<file path="config.mk">
export PLATFORM = sky130hd
export DESIGN_NAME = clk_div_sched
export DESIGN_NICKNAME = d
export VERILOG_FILES = /design/src/rtl/clk_div_pkg.sv /design/src/rtl/clk_div_phase.sv /design/src/rtl/clk_div_sched.sv
export SDC_FILE = /design/constraint.sdc
export NUM_CORES = 1
export LEC_CHECK = 0
export CORE_MARGIN = 1
export CORE_UTILIZATION = 54
export DETAILED_ROUTE_END_ITERATION = 8
export DONT_BUFFER_PORTS = 1
export PLACE_DENSITY = 0.69
export SYNTH_ARGS = -nofsm -noshare
export SYNTH_HDL_FRONTEND = slang
export SYNTH_HIERARCHICAL = 1
export SYNTH_SLANG_ARGS = --single-unit
</file>
<file path="constraint.sdc">
create_clock -name clk -period 2.84 [get_ports clk]
set_input_delay 0.852 -clock clk [delete_from_list [all_inputs] [get_ports clk]]
set_output_delay 0.852 -clock clk [all_outputs]
set_load 0.005 [all_outputs]
</file>
<file path="src/rtl/clk_div_pkg.sv">
// clk_div_pkg: shared state encodings, default widths and sel clamp
// for the divided-clock scheduler.
package clk_div_pkg;

    localparam int CNT_W_DEF = 5;
    localparam int SEL_W_DEF = 3;

    typedef logic [1:0] state_t;

    localparam state_t IDLE = 2'd0;
    localparam state_t RUN  = 2'd1;
    localparam state_t PEND = 2'd2;

    // Selects past the counter's top bit collapse onto the slowest ratio.
    function automatic int unsigned clamp_sel(
        input int unsigned sel,
        input int unsigned cnt_w
    );
        if (sel >= cnt_w)
            return cnt_w - 1;
        return sel;
    endfunction

endpackage

</file>
<file path="src/rtl/clk_div_phase.sv">
// clk_div_phase: free-running period counter with boundary detect
// and registered div_clk / div_tick outputs.
module clk_div_phase
    import clk_div_pkg::*;
#(
    parameter int CNT_W = CNT_W_DEF,
    parameter int SEL_W = SEL_W_DEF
) (
    input  logic             clk,
    input  logic             rst,
    input  logic             clear,
    input  logic             run,
    input  logic [SEL_W-1:0] sel,
    output logic             div_clk,
    output logic             div_tick,
    output logic             is_boundary
);

    logic [CNT_W-1:0] cnt;
    logic [CNT_W-1:0] cnt_nxt;
    logic [CNT_W-1:0] half;
    logic [CNT_W-1:0] mask;

    assign half    = {{(CNT_W-1){1'b0}}, 1'b1} << sel;
    assign mask    = half | (half - 1'b1);
    assign cnt_nxt = cnt + 1'b1;

    // Last high cycle of the period: cnt[sel:0] all ones.
    assign is_boundary = run && ((cnt & mask) == mask);

    always_ff @(posedge clk) begin
        if (!rst || clear || !run) begin
            cnt      <= '0;
            div_clk  <= 1'b0;
            div_tick <= 1'b0;
        end else begin
            cnt      <= cnt_nxt;
            div_clk  <= |(cnt_nxt & half);
            div_tick <= ((cnt_nxt & mask) == half);
        end
    end

endmodule

</file>
<file path="src/rtl/clk_div_sched.sv">
// clk_div_sched: run/ratio FSM with valid/ready config handshake;
// all ratio and run changes land on a period boundary.
module clk_div_sched
    import clk_div_pkg::*;
#(
    parameter int CNT_W       = CNT_W_DEF,
    parameter int SEL_W       = SEL_W_DEF,
    parameter int DEFAULT_SEL = 0
) (
    input  logic             clk,
    input  logic             rst,
    input  logic             en,
    input  logic             cfg_valid,
    input  logic [SEL_W-1:0] cfg_sel,
    output logic             cfg_ready,
    output logic             div_clk,
    output logic             div_tick,
    output logic [SEL_W-1:0] active_sel,
    output logic             busy
);

    localparam logic [SEL_W-1:0] RST_SEL =
        SEL_W'(clamp_sel(DEFAULT_SEL, CNT_W));

    state_t           state;
    state_t           state_nxt;
    logic [SEL_W-1:0] pending_sel;
    logic [SEL_W-1:0] act_nxt;
    logic [SEL_W-1:0] pend_nxt;
    logic [SEL_W-1:0] cfg_clamped;
    logic             accept;
    logic             clear;
    logic             boundary;

    assign cfg_ready   = rst && (state != PEND);
    assign accept      = cfg_valid && cfg_ready;
    assign cfg_clamped = SEL_W'(clamp_sel(32'(cfg_sel), CNT_W));
    assign busy        = (state != IDLE);

    always_comb begin
        state_nxt = state;
        act_nxt   = active_sel;
        pend_nxt  = pending_sel;
        clear     = 1'b0;
        unique case (1'b1)
            (state == IDLE): begin
                if (accept)
                    act_nxt = cfg_clamped;
                if (en)
                    state_nxt = RUN;
            end
            (state == RUN): begin
                if (boundary && !en) begin
                    // Stop; a config taken on this edge still lands.
                    state_nxt = IDLE;
                    clear     = 1'b1;
                    if (accept)
                        act_nxt = cfg_clamped;
                end else if (accept) begin
                    pend_nxt  = cfg_clamped;
                    state_nxt = PEND;
                end
            end
            (state == PEND): begin
                if (boundary) begin
                    act_nxt   = pending_sel;
                    clear     = 1'b1;
                    state_nxt = en ? RUN : IDLE;
                end
            end
            default: begin
                state_nxt = IDLE;
                clear     = 1'b1;
            end
        endcase
    end

    always_ff @(posedge clk) begin
        if (!rst) begin
            state       <= IDLE;
            active_sel  <= RST_SEL;
            pending_sel <= '0;
        end else begin
            state       <= state_nxt;
            active_sel  <= act_nxt;
            pending_sel <= pend_nxt;
        end
    end

    clk_div_phase #(
        .CNT_W (CNT_W),
        .SEL_W (SEL_W)
    ) u_phase (
        .clk         (clk),
        .rst         (rst),
        .clear       (clear),
        .run         (state != IDLE),
        .sel         (active_sel),
        .div_clk     (div_clk),
        .div_tick    (div_tick),
        .is_boundary (boundary)
    );

endmodule

</file>
==> summary by stage <==
Outcome
The run finished, with violations left. The final reports fail on design-rule violations.

Route
The residual antenna-violating net count after detailed routing is 0. In the final routed layout, each cell accounts on average for 14.40 um. The detail-routed via count per cell is around 6.3. The detailed router finished its first iteration with 24 violations. The via count of the routed design is 801. Before antenna repair, the detailed router went through 6 iterations.

For this run, design rule violations remaining after detail routing come to 2. Summed over all layers, the routed wires come to 1.843 mm.

Yosys
The synthesis warning total is 6. The count of cell types in the netlist is 42. The share of cell area taken by muxes after synthesis is 0.08564. The synthesized-area fraction occupied by ao, oa, aoi and oai cells came to 0.2121.

The net count after synthesis is 118. By area, the combinational part of the netlist is dominated by simple AND/OR/NAND/NOR gates. Of the total synthesized cell area, the portion taken by AND, OR, NAND and NOR gates is 0.2490. The share of the synthesized netlist area taken by xor and xnor gates is 0.03557. For this run, asynchronously set or reset flops after synthesis account for 0. The register bit count reported by yosys is 15. The post-synthesis instance area is 949.7 um2. In the synthesized netlist the dominant register cell turns out to be dfxtp_1. The synthesized area divided by synthesized cell count is 8.712 um2. Of the total synthesized cell area, the portion taken by full adders, half adders and majority gates is 0.03689. The synthesized design contains 0 enable-type register cells. The number of instances in the synthesized netlist is 109.

The sequential cell area fraction in the yosys report is 0.3162.

Timing
The normalized max-slew margin is 0.6497. Setup repair after global routing left no endpoint under its margin. The worst clock skew on the final layout is about 6.5 ps.

The number of hold violations in the final report is 0. Setup total negative slack on the finished layout was measured at 0 ps. The worst path in the final design needs a cycle of 2135 ps, including I/O delays and setup. The final cycle utilization of the critical path is 0.7518.

The count of final max-slew check failures was 0. The post-route worst hold slack is 522.2 ps. The slew at the pin with the worst max-slew slack is 525.5 ps. Setup violations remaining at the end of the flow were counted as 0. Static timing analysis puts the maximum clock frequency at 468.3 MHz.

Clock network
The post-CTS setup buffer count is 0. At the later pin of the worst-skew pair, clock insertion delay measures 280 ps. The number of instances resized during post-cts repair is 0. TritonCTS built the clock tree. In this run the number of H-tree levels came out at 1.

The number of sinks driven by the clock tree is 15. In this run the deepest clock path goes through 2 buffers. The library cell used as clock root buffer is clkbuf_4. The TritonCTS buffer count is 3. Clock-pin slew was measured on the worst setup and hold paths at about 100 ps.

After clock tree synthesis, the flow added hold-fix buffers numbering 0.

Place
The number of input and output port buffers inserted is 0. The HPWL after detailed placement is 1.401 mm. The weighted congestion reported at the end of routability-driven placement is 0.8400.

Finish
The utilization after layout is 0.6286. The share of final-layout standard cells stronger than drive strength 1 is 0.1696. The layout-stage area growth over the synthesis result is 4.348%. The number of antenna diodes in the final layout is 0.

The count of nets after finishing is 122.

Global routing
The number of global-route vias before repair was 760. The initial antenna violation count is 0. Entering global routing, the biggest net connects 14 pins.

The first global-routing pass estimated 3.312 mm of wire. The all-layer global routing usage is 0.2292. The global route total overflow is 0.

Power
In this run the static leakage power is approximately 0.37 nW. The worst-case IR drop observed on VDD is 0.3420 mV. The total chip power is 419.0 uW. The total power density per cell area is 422.8 nW/um2.

Worst setup path
In this run the critical register-to-register path is captured at u_phase/div_clk. The critical path is of the register to register type. The worst register-to-register path begins at state[1]. The slowest stage of the critical path is the dfxtp_1 cell.

The arrival time at the worst endpoint is between 2000 and 2500 ps. The capturing element type of the critical path is a register. Of all nets on the critical path, the largest fanout is 10.

The flop-to-flop setup slack is 700 ps. For this run, the slowest stage of the critical path takes 500 ps. The worst path required time is 3020 ps. The worst setup path is launched from a register. The critical path goes through or2_2 > nand2_1 > a221oi_1 > nand2b_1 > o21ai_0 > nand3b_1 > buf_4 > nor2_1 > o2bb2ai_1. The depth of the worst register-to-register path is 9.

Min path
The type of the worst min-delay path is register to register. The worst hold path begins at u_phase/cnt[0]. For hold timing, the worst endpoint is u_phase/cnt[0]. The depth of the worst hold-timing path is 1.

Floorplan
The I/O pin count is 14. The die width is 43.94 um. The initialized floorplan defines 14 standard-cell rows. The die extent in y is 43.94 um.

The core box area is 1577 um2. The die covers 1930 um2. The initial utilization of the core area, before any placement, comes to 0.6024.

Run
Max-cap violations in this run came to 0.
==> critical path: cells and delay by family, from the launching register on <==
family	cells	cell delay, ps
flip-flops	1	500
AO/OA/AOI/OAI	3	710
AND/OR/NAND/NOR	5	650
buffers and inverters	1	170
==> cell usage after synthesis, types with 2 or more instances <==
cell	instances	share of area
nor4b_1	2	0.018
clkbuf_1	2	0.0079
and2_1	2	0.013
buf_6	2	0.024
nor2b_1	6	0.040
nand2b_1	2	0.013
a211oi_1	2	0.016
o31ai_1	2	0.016
mux2i_1	7	0.074
o211ai_1	2	0.016
ha_1	2	0.026
nor2_1	8	0.032
a21o_2	4	0.037
o21ai_0	5	0.026
nand3_1	3	0.016
inv_1	6	0.024
or2_2	2	0.013
nand2_1	9	0.036
a21oi_1	4	0.021
dfxtp_1	15	0.32
==> kinds of logic (layout without fill, tap and decap cells) <==
| kind of cell | Yosys count | after routing |
|---|---|---|
| AND/OR/NAND/NOR | 41 | 41 |
| AO/OA/AOI/OAI | 27 | 27 |
| flip-flops | 15 | 15 |
| buffers and inverters | 12 | 15 |
| multiplexers | 8 | 8 |
| adder cells (fa/ha/maj) | 3 | 3 |
| XOR/XNOR | 3 | 3 |
==> per-layer routing <==
metal  global-route usage  routed length (um)  vias to the layer above
met5                    0                   0                        -
li1                     -                   -                      398
met3              0.04167                 161                        2
met4              0.07879                  19                        0
met1               0.3462                 869                      370
met2               0.3254                 792                       31
==> through the flow <==
stage	area [um2]	setup WS (ps)	instances
2_1_floorplan	949.7	491.5	109
3_3_place_gp	964.7	781.9	124
3_5_place_dp	964.7	727.1	124
4_1_cts	991.0	725.0	128
5_1_grt	991.0	429.9	128
6_report	991.0	704.8	128
==> layout make-up <==
| cell class | instances | area, um2 |
|---|---|---|
| clock buffer | 4 | 26.28 |
| fill | 142 | 585.6 |
| inverter | 7 | 26.28 |
| multi-input combinational | 82 | 588.1 |
| sequential | 15 | 300.3 |
| tap | 16 | 20.02 |
| timing repair buffer | 4 | 30.03 |
==> power breakdown <==
part,switching (mW),total (mW),internal [mW]
clock,0.0683,0.123,0.0544
sequential,0.00800,0.226,0.218
combinational,0.0369,0.0703,0.0333
total,0.113,0.419,0.306
==> registers in the layout, indices dropped and copies added (netlist names) <==
name              cells
active_sel            3
pending_sel           3
state                 2
u_phase/cnt           5
u_phase/div_clk       1
u_phase/div_tick      1
==> placed cells by master, fill, tap and decap left out, drive strengths merged, types with 2 or more instances in the layout <==
| master | n |
|---|---|
| nand3 | 3 |
| o31ai | 2 |
| nor2b | 6 |
| xnor2 | 2 |
| mux2i | 7 |
| nor4b | 2 |
| o21ai | 5 |
| nand2b | 3 |
| ha | 2 |
| a21oi | 4 |
| o211ai | 2 |
| a21o | 4 |
| clkbuf | 4 |
| inv | 7 |
| buf | 4 |
| dfxtp | 15 |
| a211oi | 2 |
| nor2 | 8 |
| and2 | 2 |
| or2 | 2 |
| nand2 | 9 |
==> how the worst max path moves through the flow <==
stage	startpoint	endpoint	slack, ps	depth (start not counted)
after global placement	state[1]	u_phase/div_clk	780	9
after CTS	state[1]	u_phase/div_clk	730	9
after detailed placement	state[1]	u_phase/div_clk	730	9
final	state[1]	u_phase/div_clk	700	9
after global routing	state[1]	u_phase/div_clk	430	9
after floorplan	active_sel[0]	u_phase/div_tick	490	10
(Power assumes the default switching activity.)
